File: src/rtl/hps_reset_pkg.sv
`default_nettype none
// ============================================================================
//  Module      : hps_reset_pkg
//  Description : Shared types and constants for the HPS reset sequencer.
//                - state_t : sequencer FSM states
//                - grant_t : grant encoding reported on last_grant
//                - default pulse / holdoff lengths and counter width
//                - grant_mask() : grant -> one-hot {debug, warm, cold}
//  Revision    : 1.0 - initial release
// ============================================================================
package hps_reset_pkg;

    localparam int c_cnt_w = 8;

    localparam int unsigned c_cold_len_default  = 6;
    localparam int unsigned c_warm_len_default  = 2;
    localparam int unsigned c_debug_len_default = 32;
    localparam int unsigned c_holdoff_default   = 16;

    typedef enum logic [1:0] {
        ST_IDLE       = 2'd0,
        ST_PULSE      = 2'd1,
        ST_HOLDOFF    = 2'd2,
        ST_WAIT_READY = 2'd3
    } state_t;

    typedef enum logic [1:0] {
        GRANT_NONE  = 2'd0,
        GRANT_COLD  = 2'd1,
        GRANT_WARM  = 2'd2,
        GRANT_DEBUG = 2'd3
    } grant_t;

    // One-hot position of a grant in the {debug, warm, cold} request vector.
    function automatic logic [2:0] grant_mask(input grant_t g);
        logic [2:0] m;
        m = 3'b000;
        case (g)
            GRANT_COLD:  m = 3'b001;
            GRANT_WARM:  m = 3'b010;
            GRANT_DEBUG: m = 3'b100;
            default:     m = 3'b000;
        endcase
        return m;
    endfunction

endpackage
`default_nettype wire

File: src/rtl/reset_pulse_timer.sv
`default_nettype none
// ============================================================================
//  Module      : reset_pulse_timer
//  Description : Loadable down-counter that parks at zero.
//  Ports       : clk        - clock (rising edge)
//                rst        - synchronous active-high reset (count -> 0)
//                load       - load load_value this cycle
//                load_value - value to load
//                value      - current count
//                done       - count is zero
//  Revision    : 1.0 - initial release
// ============================================================================
module reset_pulse_timer #(
    parameter int WIDTH = 8
) (
    input  logic             clk,
    input  logic             rst,
    input  logic             load,
    input  logic [WIDTH-1:0] load_value,
    output logic [WIDTH-1:0] value,
    output logic             done
);

    localparam logic [WIDTH-1:0] c_one = WIDTH'(1);

    logic [WIDTH-1:0] r_count;

    // Counts down to zero and stays there until the next load; never wraps.
    always_ff @(posedge clk) begin
        if (rst) begin
            r_count <= '0;
        end else if (load) begin
            r_count <= load_value;
        end else if (r_count != '0) begin
            r_count <= r_count - c_one;
        end
    end

    assign value = r_count;
    assign done  = (r_count == '0);

endmodule
`default_nettype wire

File: src/rtl/hps_reset_sequencer.sv
`default_nettype none
// ============================================================================
//  Module      : hps_reset_sequencer
//  Description : Serialises cold / warm / debug reset requests to the HPS.
//                Request rising edges are latched as pending bits and served
//                one at a time (cold > warm > debug): an active-low pulse of
//                the granted length, a quiet holdoff, then (cold/warm only)
//                a wait for the HPS to come back out of reset.
//  Ports       : clk, reset           - clock, synchronous active-high reset
//                req_cold/warm/debug  - level requests (edge-detected)
//                hps_ready            - 1 = HPS out of reset
//                cold/warm/debug_reset_n - registered active-low pulses
//                busy                 - sequencer not idle
//                pending              - latched requests {debug, warm, cold}
//                last_grant           - 0 none, 1 cold, 2 warm, 3 debug
//  Revision    : 1.0 - initial release
// ============================================================================
module hps_reset_sequencer
    import hps_reset_pkg::*;
#(
    parameter int unsigned COLD_LEN  = c_cold_len_default,
    parameter int unsigned WARM_LEN  = c_warm_len_default,
    parameter int unsigned DEBUG_LEN = c_debug_len_default,
    parameter int unsigned HOLDOFF   = c_holdoff_default
) (
    input  logic       clk,
    input  logic       reset,
    input  logic       req_cold,
    input  logic       req_warm,
    input  logic       req_debug,
    input  logic       hps_ready,
    output logic       cold_reset_n,
    output logic       warm_reset_n,
    output logic       debug_reset_n,
    output logic       busy,
    output logic [2:0] pending,
    output logic [1:0] last_grant
);

    // The counter is loaded with LEN-1 so that a value of 0 marks the last
    // cycle of the phase, giving exactly LEN cycles per phase.
    localparam logic [c_cnt_w-1:0] c_cold_load    = c_cnt_w'(COLD_LEN - 1);
    localparam logic [c_cnt_w-1:0] c_warm_load    = c_cnt_w'(WARM_LEN - 1);
    localparam logic [c_cnt_w-1:0] c_debug_load   = c_cnt_w'(DEBUG_LEN - 1);
    localparam logic [c_cnt_w-1:0] c_holdoff_load = c_cnt_w'((HOLDOFF > 0) ? HOLDOFF - 1 : 0);
    localparam logic               c_has_holdoff  = (HOLDOFF != 0);

    state_t             r_state, w_state_next, w_after_holdoff;
    grant_t             r_grant, w_grant_next;
    logic [2:0]         r_prev;
    logic [2:0]         w_req;
    logic [2:0]         w_edge;
    logic [2:0]         r_pending, w_pending_next;
    logic [2:0]         r_rst_n, w_rst_n_next;
    logic               r_busy;
    logic               w_load;
    logic [c_cnt_w-1:0] w_load_value;
    logic [c_cnt_w-1:0] w_count;
    logic               w_done;

    assign w_req  = {req_debug, req_warm, req_cold};
    assign w_edge = w_req & ~r_prev;

    // Debug resets do not take the HPS out of its running state, so there is
    // nothing to wait for afterwards.
    assign w_after_holdoff = (r_grant == GRANT_DEBUG) ? ST_IDLE : ST_WAIT_READY;

    reset_pulse_timer #(
        .WIDTH      (c_cnt_w)
    ) u_timer (
        .clk        (clk),
        .rst        (reset),
        .load       (w_load),
        .load_value (w_load_value),
        .value      (w_count),
        .done       (w_done)
    );

    always_comb begin
        w_state_next   = r_state;
        w_grant_next   = r_grant;
        w_pending_next = r_pending | w_edge;
        w_load         = 1'b0;
        w_load_value   = '0;
        w_rst_n_next   = 3'b111;

        case (r_state)
            ST_IDLE: begin
                // Grant only with the timer parked so a new phase never
                // inherits a stale count.
                if ((r_pending != 3'b000) && (w_count == '0)) begin
                    w_state_next = ST_PULSE;
                    w_load       = 1'b1;
                    if (r_pending[0]) begin
                        // A cold reset supersedes everything, including
                        // edges arriving in this very cycle.
                        w_grant_next   = GRANT_COLD;
                        w_load_value   = c_cold_load;
                        w_pending_next = 3'b000;
                    end else if (r_pending[1]) begin
                        w_grant_next   = GRANT_WARM;
                        w_load_value   = c_warm_load;
                        w_pending_next = (r_pending & 3'b101) | w_edge;
                    end else begin
                        w_grant_next   = GRANT_DEBUG;
                        w_load_value   = c_debug_load;
                        w_pending_next = (r_pending & 3'b011) | w_edge;
                    end
                end
            end
            ST_PULSE: begin
                if (w_done) begin
                    if (c_has_holdoff) begin
                        w_state_next = ST_HOLDOFF;
                        w_load       = 1'b1;
                        w_load_value = c_holdoff_load;
                    end else begin
                        w_state_next = w_after_holdoff;
                    end
                end
            end
            ST_HOLDOFF: begin
                if (w_done) begin
                    w_state_next = w_after_holdoff;
                end
            end
            ST_WAIT_READY: begin
                if (hps_ready) begin
                    w_state_next = ST_IDLE;
                end
            end
            default: begin
                w_state_next = ST_IDLE;
            end
        endcase

        // Outputs are registered from the next state so the pulse starts the
        // cycle right after the grant.
        if (w_state_next == ST_PULSE) begin
            w_rst_n_next = ~grant_mask(w_grant_next);
        end
    end

    always_ff @(posedge clk) begin
        if (reset) begin
            r_state   <= ST_IDLE;
            r_grant   <= GRANT_NONE;
            r_prev    <= 3'b111;   // a request held through reset is not an edge
            r_pending <= 3'b000;
            r_rst_n   <= 3'b111;
            r_busy    <= 1'b0;
        end else begin
            r_state   <= w_state_next;
            r_grant   <= w_grant_next;
            r_prev    <= w_req;
            r_pending <= w_pending_next;
            r_rst_n   <= w_rst_n_next;
            r_busy    <= (w_state_next != ST_IDLE);
        end
    end

    assign cold_reset_n  = r_rst_n[0];
    assign warm_reset_n  = r_rst_n[1];
    assign debug_reset_n = r_rst_n[2];
    assign busy          = r_busy;
    assign pending       = r_pending;
    assign last_grant    = r_grant;

endmodule
`default_nettype wire

File: config.mk
export PLATFORM = sky130hd
export DESIGN_NAME = hps_reset_sequencer
export DESIGN_NICKNAME = d
export VERILOG_FILES = /design/src/rtl/hps_reset_pkg.sv /design/src/rtl/reset_pulse_timer.sv /design/src/rtl/hps_reset_sequencer.sv
export SDC_FILE = /design/constraint.sdc
export NUM_CORES = 1
export LEC_CHECK = 0
export ABC_AREA = 1
export CORE_UTILIZATION = 55
export CTS_CLUSTER_DIAMETER = 80
export CTS_CLUSTER_SIZE = 14
export DETAILED_ROUTE_END_ITERATION = 10
export PLACE_DENSITY = 0.81
export SYNTH_ARGS = -nofsm -noshare
export SYNTH_HDL_FRONTEND = slang
export SYNTH_SLANG_ARGS = --single-unit
File: constraint.sdc
create_clock -name clk -period 2.3 [get_ports clk]
set_input_delay 0.575 -clock clk [delete_from_list [all_inputs] [get_ports clk]]
set_output_delay 0.575 -clock clk [all_outputs]
set_load 0.05 [all_outputs]
[After elaboration in Yosys (flattened, before gate mapping)]
Index checks and enable logic that the tools add are counted.
Word-level totals
  bits in registers: 22
  bits in latches: 0
  memories: 0
  input bits: 6
  output and inout port bits: 9
  memory bits (read-only): 0
  memory bits (writable): 0
Operators by class
  multiply operators: 0
  equality and inequality tests: 8
  add/sub/neg operators: 1
  order comparisons: 0
  bitwise gates (word level): 7
  shift operators: 0
  muxes and demuxes: 26
  div/mod/pow operators: 0
  reduce and logical (&&, ||, !) cells: 8
Operator list (count)
  two-way mux 2 bit: 8
  two-way mux 8 bit: 2
  two-way mux 3 bit: 5
  two-way mux 5 bit: 3
  == test 2 bit (second input constant): 5
  case mux 5 bit (2 select lines): 1
  case mux 3 bit (3 select lines): 1
  logical NOT 8 bit: 1
  case mux 2 bit (4 select lines): 1
  nonzero test 8 bit: 1
  subtractor 8 x 1 -> 8 bit (second input constant): 1
  == test 2 x 1 -> 1 bit (second input constant): 3
  inverter 3 bit: 2
  OR 3 bit: 2
  two-way mux 4 bit: 1
  nonzero test 2 bit: 2
  AND 3 bit: 1
  two-way mux 1 bit: 3
  OR 2 x 3 -> 3 bit: 1
  nonzero test 3 bit: 1
  logical NOT 2 bit: 1
  case mux 1 bit (2 select lines): 1
  OR reduction 2 bit: 1
  logical AND 1 bit: 1
  inverter 1 bit: 1

[Depth between registers and ports, before layout]
  word-level depth: 8
  gate-level depth with buffers: 11
  depth with buffers taken out: 11

[By module]
From an unflattened synthesis, not the netlist that was laid out.
Unflattened totals
  cells, all modules: 161
  area total of the unflattened synthesis: 1129.8 um^2
By module, submodules not included
  hps_reset_sequencer: cells an instance 91, instances 1, area each 656.9 um^2, seq. area each 280.3 um^2
  reset_pulse_timer: cells an instance 70, instances 1, area each 473.0 um^2, seq. area each 160.2 um^2

[Least setup slack after synthesis]
No wires, ideal clock.
  path kind: register to register
  from: register r_pending[0], in the netlist pending[0]
  to: register r_rst_n[0]
  path buffers: 0
  data arrival time: 1.433 ns
  data required time: 2.183 ns
  cell stages (with the launch flop): 10
  clock period less this slack: 1.550 ns
  path slack: 0.750 ns
  cells stage by stage: dfxtp_1 -> nor2_1 -> nand2_1 -> nand3_4 -> clkinv_2 -> nand2_2 -> nand2_2 -> nand2_1 -> inv_1 -> nand2_1
On the way
  cells in the longest elaborated chain, start to end: 8
  elaborated cells on any way between the ends: 16
  classes of those cells: 4 x eq/ne; 7 x mux; 2 x bitwise; 3 x reduce/logical
Ends and longest elaborated chain
  from (decl): RTL line hps_reset_sequencer.sv:53  | logic [2:0] r_pending, w_pending_next;
  from (signal assigned): RTL line hps_reset_sequencer.sv:156  | r_pending <= w_pending_next;
  nonzero test 3 bit: RTL line hps_reset_sequencer.sv:91  | if ((r_pending != 3'b000) && (w_count == '0)) begin
  logical AND 1 bit: RTL line hps_reset_sequencer.sv:91
  two-way mux 2 bit: RTL line hps_reset_sequencer.sv:91
  two-way mux 2 bit: RTL line hps_reset_sequencer.sv:87  | case (r_state)
  == test 2 bit or == test 2 x 1 -> 1 bit (tied branches): RTL line hps_reset_pkg.sv:38  | case (g)
  case mux 3 bit (3 select lines): RTL line hps_reset_pkg.sv:38
  two-way mux 3 bit: RTL line hps_reset_sequencer.sv:139  | if (w_state_next == ST_PULSE) begin
  inverter 3 bit: RTL line hps_reset_sequencer.sv:140  | w_rst_n_next = ~grant_mask(w_grant_next);
  to (signal assigned): RTL line hps_reset_sequencer.sv:157  | r_rst_n <= w_rst_n_next;
  to (decl): RTL line hps_reset_sequencer.sv:54  | logic [2:0] r_rst_n, w_rst_n_next;
Several ways; a longest one is shown, not always the timed one. The select of a mux whose other input is x is not followed.
A chain may end at the register's enable or synchronous reset.

[Worst setup path after layout]
  from: register r_pending[0], in the netlist pending[0]
  to: output pending[0]
RTL lines
  to (decl): RTL line hps_reset_sequencer.sv:36  | output logic [2:0] pending,
No word-level cell between the ends.

==> impl_metrics.tcl <==
set metrics [dict create \
    status "complete, no violations" \
    clk_root_buffer_cell "clkbuf_4" \
    required_ns 1.73 \
    worstMarginPinSlew_ns 0.4997 \
    rows 15 \
    vias_per_cell 4.962 \
    core_sq_um 1745 \
    final_common_cell "nand2_1" \
    grt_max_degree 13 \
    die_y_um 45.38 \
    hold_buffers 0 \
    drive_above_1_share_pct 14.29 \
    maxCapViolations 0 \
    layout_common_cells "nand2_1 (27), nor2_1 (24), dfxtp_1 (22), inv_1 (21), clkdlybuf4s50_1 (14)" \
    wl_um 2067 \
    yosys.area_share.simple_pct 35.43 \
    hpwl_um 1568 \
    grt_antenna_before_repair 0 \
    rsz0062_at_grt "no" \
    worstPathCellList "clkdlybuf4s50_1" \
    path_max_fanout 5 \
    power.density_nw_per_um2 1219 \
    cts_setup_buffers 0 \
    grt_use_total_pct 22.19 \
    drt_iter0_markers 14 \
    wire_per_inst_um 11.11 \
    worst-path-buf-inv 1 \
    grt_first_pass_wirelength_um 3208 \
    hp-class "flop to flop" \
    die_w_um 45.38 \
    synth_fa_ha_area_share_pct 2.418 \
    clkTransAtPathRegs_ns 0.12 \
    synth-seq-cells 22 \
    final_cell_area_sq_um 1246 \
    finalWeightedCongestion 0.7854 \
    synth_xor_area_share_pct 3.386 \
    syn_area_sq_um 1035 \
    portBuffers 14 \
    dieArea_sq_um 2059 \
    slowest_stage "clkdlybuf4s50_1" \
    slew_headroom_pct 66.58 \
    drc_errors 0 \
    ios 15 \
    min_period_ns 2.125 \
    synth_cell_types 22 \
    clockBufferDepth 2 \
    tns_ns 0 \
    ys_seq_area_share_pct 42.56 \
    cp.arrival_ns 1.55 \
    synth_compound_area_share_pct 7.013 \
    dp.cells 182 \
    slew_violations 0 \
    clock_latency_ns 0.31 \
    endpoint_kind "output port" \
    htree_levels 1 \
    leakagePower_nw 0.6000 \
    synth_top_family_by_area "simple AND/OR/NAND/NOR gates" \
    critPathKind "flop to output port" \
    start_util_pct 59.28 \
    synth_area_per_cell_sq_um 7.236 \
    cts_resized 0 \
    synth.area.mux_share_pct 0 \
    synth_top_area_share_pct 42.56 \
    vias 923 \
    finalCritPeriodShare_pct 92.41 \
    synth_fp_nets 151 \
    multi_input_area_sq_um 499.2 \
    fmax_ghz 0.4705 \
    cts_tree "built" \
    ir_worst_vdd_mv 0.7831 \
    nets 170 \
    synth_top_area_cell "dfxtp_1" \
    clock-sinks 22 \
    synth_cells 143 \
    critPathTopFamily "buffers and inverters" \
    placed_area_sq_um 1210 \
    first_global_vias 819 \
    fillers 147 \
    ys_warn_count 0 \
    cts_made_buffers 3 \
    synthTopCellsByArea "dfxtp_1 (43%), nand2_1 (9.8%), nor2_1 (8.7%)" \
    critPathLaunchType "flop" \
    register_area_sq_um 440.4 \
    final_hold_viol_count 0 \
    finalNonFillerCells 186 \
    overflow 0 \
    cpPeakStageDelay_ns 0.83 \
    syn_to_final_growth_pct 20.44 \
    final-setup-viol-count 0 \
    first_pass_iters 4 \
    ant_nets 0 \
    clock-skew-final_ns 0.002189 \
    antennaDiodeCount 0 \
]
==> cell families (layout without fill, tap and decap cells) <==
logic type | after synthesis | in the layout
buffers and inverters | 25 | 43
adders and majority gates | 2 | 2
AOI/OAI and AO/OA | 13 | 13
and+or+nand+nor | 77 | 77
xor gates and xnor gates | 4 | 4
DFF | 22 | 22
==> where the power goes <==
group / switching (mW) / internal (mW)
combinational: 0.494 / 0.283
sequential: 0.0631 / 0.466
clock: 0.116 / 0.0967
total: 0.673 / 0.846
==> flip-flops by register name, indices dropped and copies added, names as in the netlist <==
name	flops
pending	3
busy	1
r_state	2
last_grant	2
r_prev	3
r_rst_n	3
u_timer.value	8
==> Yosys cell counts (all sizes together) <==
cell type   n
nand2      34
nor2       28
inv        23
dfxtp      22
nand3      10
a21oi       8
o21ai       4
xor2        4
ha          2
nand4       2
or2         2
a41oi       1
clkbuf      1
clkinv      1
nor3        1
==> routing by layer <==
metal | vias to the layer above | wire [um] | GRT usage, %
li1 | 479 | - | -
met1 | 410 | 873 | 24.88
met2 | 24 | 1062 | 39.71
met3 | 10 | 57 | 2.778
met4 | 0 | 73 | 13.33
met5 | - | 0 | 0
==> per-stage QoR <==
step	total power [mW]	setup slack (ns)	hold slack, ns	util [%]
floorplan	1.157	0.7498	0.4667	-
finish	1.519	0.1746	0.5039	71.40
detailed placement	1.311	0.5264	0.4898	69.32
CTS	1.527	0.1726	0.5078	71.40
global placement	1.285	0.5324	0.4791	69.32
global route	1.629	0.1365	0.5336	71.40
==> final timing paths <==
path / startpoint / endpoint / slack [ns] / cells after the start
max: pending[0]$_SDFF_PP0_ / pending[0] / 0.17 / 1
min: u_timer.value[5]$_SDFFE_PP0P_ / u_timer.value[5]$_SDFFE_PP0P_ / 0.50 / 2
max reg2reg: u_timer.value[0]$_SDFFE_PP0P_ / r_rst_n[0]$_SDFF_PP1_ / 0.67 / 9
min reg2reg: u_timer.value[5]$_SDFFE_PP0P_ / u_timer.value[5]$_SDFFE_PP0P_ / 0.50 / 2
==> final cells by class <==
cell class                 instances  share of cell area (%)
multi-input combinational         96                   40.06
sequential                        22                   35.34
timing repair buffer              15                   11.85
inverter                          24                   7.329
clock buffer                       4                   2.912
tap                               25                   2.510
(Power assumes the default switching activity.)
